### config.mk
export PLATFORM = sky130hd
export DESIGN_NAME = write_buffer
export DESIGN_NICKNAME = d
export VERILOG_FILES = /design/src/rtl/write_buffer.sv
export SDC_FILE = /design/constraint.sdc
export NUM_CORES = 1
export LEC_CHECK = 0
export ABC_AREA = 1
export ABC_CLOCK_PERIOD_IN_PS = 7250
export BUFFER_PORTS_ARGS = -buffer_cell sky130_fd_sc_hd__buf_2
export CAP_MARGIN = 20
export CORE_UTILIZATION = 55
export DETAILED_ROUTE_END_ITERATION = 12
export GPL_TIMING_DRIVEN = 0
export PLACE_DENSITY = 0.79
export SLEW_MARGIN = 0
export SYNTH_ARGS = -nofsm -noshare
export SYNTH_HDL_FRONTEND = slang
export SYNTH_SLANG_ARGS = --single-unit
### constraint.sdc
create_clock -name clk -period 7.25 [get_ports clk]
set_clock_uncertainty 0.1 [all_clocks]
set_input_delay 1.45 -clock clk [delete_from_list [all_inputs] [get_ports clk]]
set_output_delay 1.45 -clock clk [all_outputs]
set_load 0.01 [all_outputs]
### src/rtl/write_buffer.sv
// Posted-write FIFO between the cache memory port and main memory: writes are acked on
// queueing and drained in order; a read waits until every queued write has been committed.
module write_buffer #(
    parameter int ADDR_W = 16,
    parameter int DATA_W = 32,
    parameter int DEPTH  = 4,
    parameter int PTR_W  = 2
) (
    input  logic              clk,
    input  logic              rst,
    input  logic              up_req,
    input  logic              up_we,
    input  logic [ADDR_W-1:0] up_addr,
    input  logic [DATA_W-1:0] up_wdata,
    output logic              up_ready,
    output logic              up_done,
    output logic [DATA_W-1:0] up_rdata,
    output logic              dn_req,
    output logic              dn_we,
    output logic [ADDR_W-1:0] dn_addr,
    output logic [DATA_W-1:0] dn_wdata,
    input  logic              dn_ready,
    input  logic              dn_done,
    input  logic [DATA_W-1:0] dn_rdata,
    output logic [PTR_W:0]    wb_count,
    output logic              wb_empty,
    output logic              wb_full,
    output logic [1:0]        dbg_main_state,
    output logic              dbg_drain_state
);
    // Handshakes: up_req is taken in any cycle where up_ready=1 and is answered later by a
    // one-cycle up_done pulse. dn_req is a one-cycle issue made only while dn_ready=1; the
    // transaction ends with a one-cycle dn_done. Only one dn transaction is ever outstanding.

    typedef enum logic [1:0] {IDLE, W_FULL, R_WAIT_EMPTY, R_BUSY} main_state_t;
    typedef enum logic {D_IDLE, D_BUSY} drain_state_t;

    main_state_t       state_q, state_d;
    drain_state_t      dstate_q, dstate_d;

    logic [ADDR_W-1:0] fifo_addr [DEPTH];
    logic [DATA_W-1:0] fifo_data [DEPTH];
    logic [PTR_W-1:0]  head_q, tail_q;
    logic [PTR_W:0]    count_q;
    logic [ADDR_W-1:0] hold_addr_q, rd_addr_q;
    logic [DATA_W-1:0] hold_data_q;

    logic              push, pop, done_d;
    logic              latch_hold, latch_rd, capture_rd;
    logic              drain_issue, read_issue;
    logic [ADDR_W-1:0] push_addr;
    logic [DATA_W-1:0] push_data;

    assign wb_count        = count_q;
    assign wb_empty        = (count_q == '0);
    assign wb_full         = (count_q == (PTR_W+1)'(DEPTH));
    assign up_ready        = (state_q == IDLE);
    assign dbg_main_state  = state_q;
    assign dbg_drain_state = dstate_q;

    // Drain never starts while a read owns the memory port.
    always_comb begin
        dstate_d    = dstate_q;
        drain_issue = 1'b0;
        pop         = 1'b0;
        case (dstate_q)
            D_IDLE: if (!wb_empty && dn_ready && state_q != R_BUSY) begin
                drain_issue = 1'b1;
                dstate_d    = D_BUSY;
            end
            D_BUSY: if (dn_done) begin
                pop      = 1'b1;
                dstate_d = D_IDLE;
            end
            default: dstate_d = D_IDLE;
        endcase
    end

    always_comb begin
        state_d    = state_q;
        push       = 1'b0;
        push_addr  = up_addr;
        push_data  = up_wdata;
        done_d     = 1'b0;
        latch_hold = 1'b0;
        latch_rd   = 1'b0;
        read_issue = 1'b0;
        capture_rd = 1'b0;
        case (state_q)
            IDLE: if (up_req) begin
                if (up_we) begin
                    if (!wb_full) begin
                        push   = 1'b1;
                        done_d = 1'b1;
                    end else begin
                        latch_hold = 1'b1;
                        state_d    = W_FULL;
                    end
                end else begin
                    latch_rd = 1'b1;
                    state_d  = R_WAIT_EMPTY;
                end
            end
            // The popped slot is the one the hold entry lands in, so push and pop pair up.
            W_FULL: if (pop) begin
                push      = 1'b1;
                push_addr = hold_addr_q;
                push_data = hold_data_q;
                done_d    = 1'b1;
                state_d   = IDLE;
            end
            R_WAIT_EMPTY: if (wb_empty && dstate_q == D_IDLE && dn_ready) begin
                read_issue = 1'b1;
                state_d    = R_BUSY;
            end
            R_BUSY: if (dn_done) begin
                capture_rd = 1'b1;
                done_d     = 1'b1;
                state_d    = IDLE;
            end
            default: state_d = IDLE;
        endcase
    end

    always_ff @(posedge clk) begin
        if (push) begin
            fifo_addr[tail_q] <= push_addr;
            fifo_data[tail_q] <= push_data;
        end
    end

    always_ff @(posedge clk or posedge rst) begin
        if (rst) begin
            state_q     <= IDLE;
            dstate_q    <= D_IDLE;
            head_q      <= '0;
            tail_q      <= '0;
            count_q     <= '0;
            hold_addr_q <= '0;
            hold_data_q <= '0;
            rd_addr_q   <= '0;
            up_done     <= 1'b0;
            up_rdata    <= '0;
            dn_req      <= 1'b0;
            dn_we       <= 1'b0;
            dn_addr     <= '0;
            dn_wdata    <= '0;
        end else begin
            state_q  <= state_d;
            dstate_q <= dstate_d;
            up_done  <= done_d;
            dn_req   <= drain_issue || read_issue;
            if (push) tail_q <= tail_q + 1'b1;
            if (pop)  head_q <= head_q + 1'b1;
            if (push && !pop)      count_q <= count_q + 1'b1;
            else if (pop && !push) count_q <= count_q - 1'b1;
            if (latch_hold) begin
                hold_addr_q <= up_addr;
                hold_data_q <= up_wdata;
            end
            if (latch_rd)   rd_addr_q <= up_addr;
            if (capture_rd) up_rdata  <= dn_rdata;
            if (drain_issue) begin
                dn_we    <= 1'b1;
                dn_addr  <= fifo_addr[head_q];
                dn_wdata <= fifo_data[head_q];
            end else if (read_issue) begin
                dn_we   <= 1'b0;
                dn_addr <= rd_addr_q;
            end
        end
    end

endmodule

======== Word level (Yosys, flattened, before mapping) ========
Memory sizes are Yosys's and may differ from the RTL's. A register that Yosys moved wholly into a read port is not among the register bits.
Cells that the tools add are included.
word-level totals
  register bits ........................... 125
  bits in writable memories ............... 192
  input port bits ......................... 86
  output and inout port bits .............. 92
  logic and storage cells ................. 86
  memories ................................ 2
memory list
  name       words  bits a word  rd ports  clocked after Yosys merged registers in  wr ports  line  source
  fifo_data  4      32           1         1                                        1         42    logic [DATA_W-1:0] fifo_data [DEPTH];
  fifo_addr  4      16           1         0                                        1         41    logic [ADDR_W-1:0] fifo_addr [DEPTH];
cells by class
  add/sub/neg operators ................... 4
  eq/ne operators ......................... 10
  muxes and demuxes ....................... 41
  bitwise gates (word level) .............. 1
  reductions and logical operators ........ 15
operators with widths
  operator                                          number
  2-to-1 mux 16 bit                                 4
  2-to-1 mux 32 bit                                 2
  2-to-1 mux 1 bit                                  23
  2-to-1 mux 2 bit                                  6
  != test 2 bit, second input constant              5
  case mux 2 bit (4 select lines)                   1
  logical AND 1 bit                                 6
  2-to-1 mux 3 bit                                  2
  AND reduction 5 bit                               1
  adder 2 x 1 -> 2 bit, second input constant       2
  == test 2 bit, second input constant              2
  case mux 1 bit (2 select lines)                   2
  nonzero test 2 bit                                2
  adder 3 x 1 -> 3 bit, second input constant       1
  == test 3 bit, second input constant              1
  zero test 1 bit                                   3
  zero test 3 bit                                   1
  != test 3 x 2 -> 1 bit, second input constant     1
  case mux 1 bit (3 select lines)                   1
  subtractor 3 x 1 -> 3 bit, second input constant  1
  == test 2 x 1 -> 1 bit, second input constant     1
  zero test 2 bit                                   1
  logical OR 1 bit                                  1
  inverter 1 bit                                    1

======== Depth between registers and ports, before layout ========
  depth after elaboration ................. 9
  depth in mapped cells ................... 10
  mapped depth without buffers ............ 10

======== Least setup slack after synthesis ========
No wires, ideal clock.
  path kind ............................... input-to-reg
  start point ............................. in up_we
  end point ............................... mem fifo_addr[0][0] (enable)
  library setup time ...................... 454 ps
  data arrival time ....................... 3,974 ps
  data required time ...................... 6,696 ps
  setup slack ............................. 2,722 ps
  stages .................................. 6
  buffers on the path ..................... 0
  cell sequence ........................... inv_1 > nor3_4 > nand3_1 > nand2_1 > inv_1 > nor2_1
on the way
  cells in the longest elaborated chain, start to end .. 5
ends and longest elaborated chain
  item                                    line  source
  start: declaration                      12    input logic up_we,
  2-to-1 mux 1 bit                        91    if (up_we) begin
  2-to-1 mux 1 bit                        90    IDLE: if (up_req) begin
  case mux 1 bit (2 select lines)         89    case (state_q)
  2-to-1 mux 1 bit                        126   if (push) begin
  2-to-1 mux 1 bit (not written as such)  127   fifo_addr[tail_q] <= push_addr;
  end: declaration                        41
Every way passes these cells.

======== Final worst setup path ========
  start point ............................. in dn_done
  end point ............................... mem fifo_data[2][24] (enable)
on the way
  cells in the longest elaborated chain, start to end .. 6
ends and longest elaborated chain
  item                                    line  source
  start: declaration                      23    input logic dn_done,
  2-to-1 mux 1 bit                        71    D_BUSY: if (dn_done) begin
  2-to-1 mux 1 bit                        66    case (dstate_q)
  2-to-1 mux 1 bit                        105   W_FULL: if (pop) begin
  case mux 1 bit (2 select lines)         89
  2-to-1 mux 1 bit                        126
  2-to-1 mux 1 bit (not written as such)  128   fifo_data[tail_q] <= push_data;
  end: declaration                        42
Every way passes these cells.

==> results.rst <==
.. list-table::
   :header-rows: 1

   * - Metric
     - Value
   * - Leading cell types by count after synthesis
     - 262 x nand2_1, 192 x edfxtp_1, 178 x o21ai_0, 168 x nor2_1, 157 x dfrtp_1
   * - # Max-Cap Violations
     - 0
   * - Depth of the worst register-to-register path
     - 7
   * - First-pass iteration count of the detailed router
     - 6
   * - Max Transition Viols Final
     - 0
   * - Vias in the first global route
     - 10.1k
   * - Final Hold Fails
     - 0
   * - Synthesized flop and latch total
     - 349
   * - Cell taking the most area after synthesis
     - edfxtp_1
   * - Final WL
     - 33700 um
   * - Clock slew seen by the registers of the worst setup and hold paths
     - 0.06 ns
   * - Std-Cell Core Area
     - 0.0253 sq mm
   * - Worst hold path cell count
     - 2
   * - Wire length of the first global-routing pass
     - 52400 um
   * - Number of setup violations in the final report
     - 0
   * - Achievable clock frequency
     - 0.289 GHz
   * - Proportion of synthesized area in mux cells
     - 0.0261
   * - Worst flop-to-flop path startpoint
     - dbg_main_state[1]
   * - Slack of the worst reg-to-reg path
     - 4.25 ns
   * - Total die area
     - 0.0265 sq mm
   * - Post-detailed-placement cell area
     - 0.0157 sq mm
   * - Compound-Gate Fraction of Synth Area
     - 0.0971
   * - Kind of start point of the critical path
     - input pin
   * - Mapped Avg Cell Area
     - 11.0 sq um
   * - Die extent in y
     - 163 um
   * - Quantity of I/O buffers inserted on ports
     - 177
   * - Clock period minus worst slack
     - 3.46 ns
   * - Pleak
     - 0.00731 uW
   * - Arrival time at the worst endpoint
     - 3.57 ns
   * - Combined area of all synthesized cells
     - 0.0142 sq mm
   * - Portion of synthesized cell area occupied by the leading cell type
     - 0.405
   * - Count of yosys warnings during synthesis
     - 0
   * - Placer Congestion
     - 0.830
   * - Die outline width
     - 163 um
   * - Hold Crit Endpoint
     - dn_wdata[12]
   * - Effective utilization at floorplan
     - 0.564
   * - Overall global routing resource usage
     - 0.259
   * - Critical path required time
     - 7.36 ns
   * - Number of standard cells after synthesis
     - 1291
   * - Setup Buffers After CTS
     - 0
   * - Pwr Density
     - 418 mW/mm^2
   * - Result of the run
     - completed
   * - Cell types occupying the most area after synthesis
     - edfxtp_1 41%, dfrtp_1 28%, nand2_1 6.9%
   * - Largest family of logic cells by synthesized area
     - simple AND/OR/NAND/NOR gates
   * - Clock latency reported for the late side of the worst-skew pair
     - 0.52 ns
   * - # resized after CTS
     - 0
   * - Depth of the CTS H-tree
     - 2
   * - Net count reported at finish
     - 1604
   * - Wire length per cell after detailed routing
     - 18.0 um
   * - RSZ-0062 raised after global routing
     - no
   * - Post-Route Setup TNS
     - 0 ns
   * - Max VDD drop
     - 0.266 mV
   * - Congestion Overflow GR
     - 0
   * - Most used flip-flop cell after synthesis
     - edfxtp_1
   * - Worst rel slew slack
     - 0.361
   * - DP HPWL
     - 22200 um
   * - Maximum number of pins on one net before global-route repair
     - 82
   * - Sequential share of the synthesized area
     - 0.681
   * - Site row count
     - 58
   * - Most frequently used cell type in the post-synthesis netlist
     - nand2_1
   * - Post-synth ARST share
     - 0.450
   * - Number of hold buffers added after cts
     - 0
   * - Synth Area in Simple Gates
     - 0.139
   * - Share of the synthesized netlist area taken by xor and xnor gates
     - 0.00185
   * - Portion of the clock cycle consumed by the worst path in the final layout
     - 0.477
   * - Area share of fa/ha/maj cells after synthesis
     - 0.00580
   * - Number of different library cells in the post-synthesis netlist
     - 27
   * - Critical Path Fanout Max
     - 27
   * - Syn Nets
     - 1383
   * - Fraction of layout instances using a drive strength above 1
     - 0.234
   * - Vias post-DR
     - 10.2k
   * - Detailed-route vias per instance
     - 5.47
   * - CP Capture Type
     - register
   * - Pin slew with the least headroom to its limit
     - 0.956 ns
   * - Clock tree from TritonCTS
     - done
   * - Clock tree root driver cell
     - clkbuf_16
   * - Antenna violations before repair
     - 1
   * - Critical path type
     - input pin to register
   * - Worst Hold Class
     - register to register
   * - DRC violations left
     - 0
   * - EDFF count, synth
     - 192
   * - Count of antenna-violating nets left after detailed routing
     - 0
   * - CTS Buffer Depth
     - 3
   * - CTS buffer count
     - 36
   * - Sinks on Clock Net
     - 349
   * - Capture point of the worst reg-to-reg path
     - fifo_data[2][24]
   * - Area Growth Syn to Fin
     - 18.4%
   * - Area of all placed cells without fillers
     - 0.0169 sq mm
   * - 1st-iter DRT viols
     - 877
   * - Startpoint of the most critical hold path
     - dn_wdata[12]
   * - I/O pin count
     - 178
flip-flops by register name (all words and copies together), names as in the netlist:
register / count
fifo_data: 128
fifo_addr: 64
dn_wdata: 32
hold_data_q: 32
up_rdata: 32
dn_addr: 16
hold_addr_q: 16
rd_addr_q: 16
wb_count: 3
dbg_main_state: 2
head_q: 2
tail_q: 2
dbg_drain_state: 1
dn_req: 1
dn_we: 1
up_done: 1
per-stage QoR:
stage          setup WS, ns  hold slack [ns]  std cells   util  power (uW)
3_3_place_gp         -0.571            0.355       1798  0.615        5160
5_1_grt                3.72            0.397       1871  0.667        7440
3_5_place_dp           3.29            0.360       1804  0.622        5280
4_1_cts                3.82            0.376       1870  0.667        7070
2_1_floorplan          1.47            0.354       1291      -        4420
6_report               3.79            0.374       1871  0.667        7050
worst max-delay path by stage:
stage	depth (start not counted)	startpoint	end	slack, ns
2_1_floorplan	1	rst	dbg_drain_state	1.47
5_1_grt	6	dn_done	fifo_data[2][24]	3.72
3_5_place_dp	6	dn_done	fifo_data[2][7]	3.29
3_3_place_gp	2	rst	dn_addr[11]	-0.57
4_1_cts	6	dn_done	fifo_data[2][24]	3.82
6_report	6	dn_done	fifo_data[2][24]	3.79
cell families after synthesis:
kind of cell               after synthesis
buffers and inverters                  159
and+or+nand+nor                        494
adders and majority gates                6
AOI/OAI and AO/OA                      247
DFF                                    349
xor gates and xnor gates                 3
muxes                                   33
metal layers:
metal / up-vias / wire length (um) / GRT usage
met2: 439 / 16600 / 0.439
li1: 4765 / - / -
met3: 74 / 2510 / 0.0438
met5: - / 0 / 0
met4: 0 / 1150 / 0.102
met1: 4962 / 13400 / 0.335
layout by cell type (no fill, tap or decap), drive strengths merged:
master,count
nand2,262
o21ai,243
buf,222
edfxtp,192
nor2,172
dfrtp,157
inv,87
clkbuf,83
nand3,56
mux2,33
clkinv,13
ha,5
a21oi,4
nand4,3
xor2,2
bufinv,2
diode,1
nor3,1
xnor2,1
fa,1
clkinvlp,1
cell type report:
type / count / area, sq um
inverters: 86 / 330
fillers: 1845 / 8400
clock inverters: 17 / 145
well taps: 330 / 413
plain buffers: 73 / 379
repair buffers: 183 / 1030
multi-input cells: 783 / 3870
flip-flops and latches: 349 / 9690
clock buffers: 49 / 991
diodes: 1 / 2.50
where the power goes:
group	internal, uW	switching [uW]
registers	2700	222
clock network	1040	737
logic	834	1510
total	4570	2470
worst max-delay path, stage by stage:
cell     delay, ns
buf_2         0.15
nand4_2       0.32
nand2_1       0.33
inv_1         0.24
nor2_4        0.78
buf_12        0.27
(Power assumes the default switching activity.)
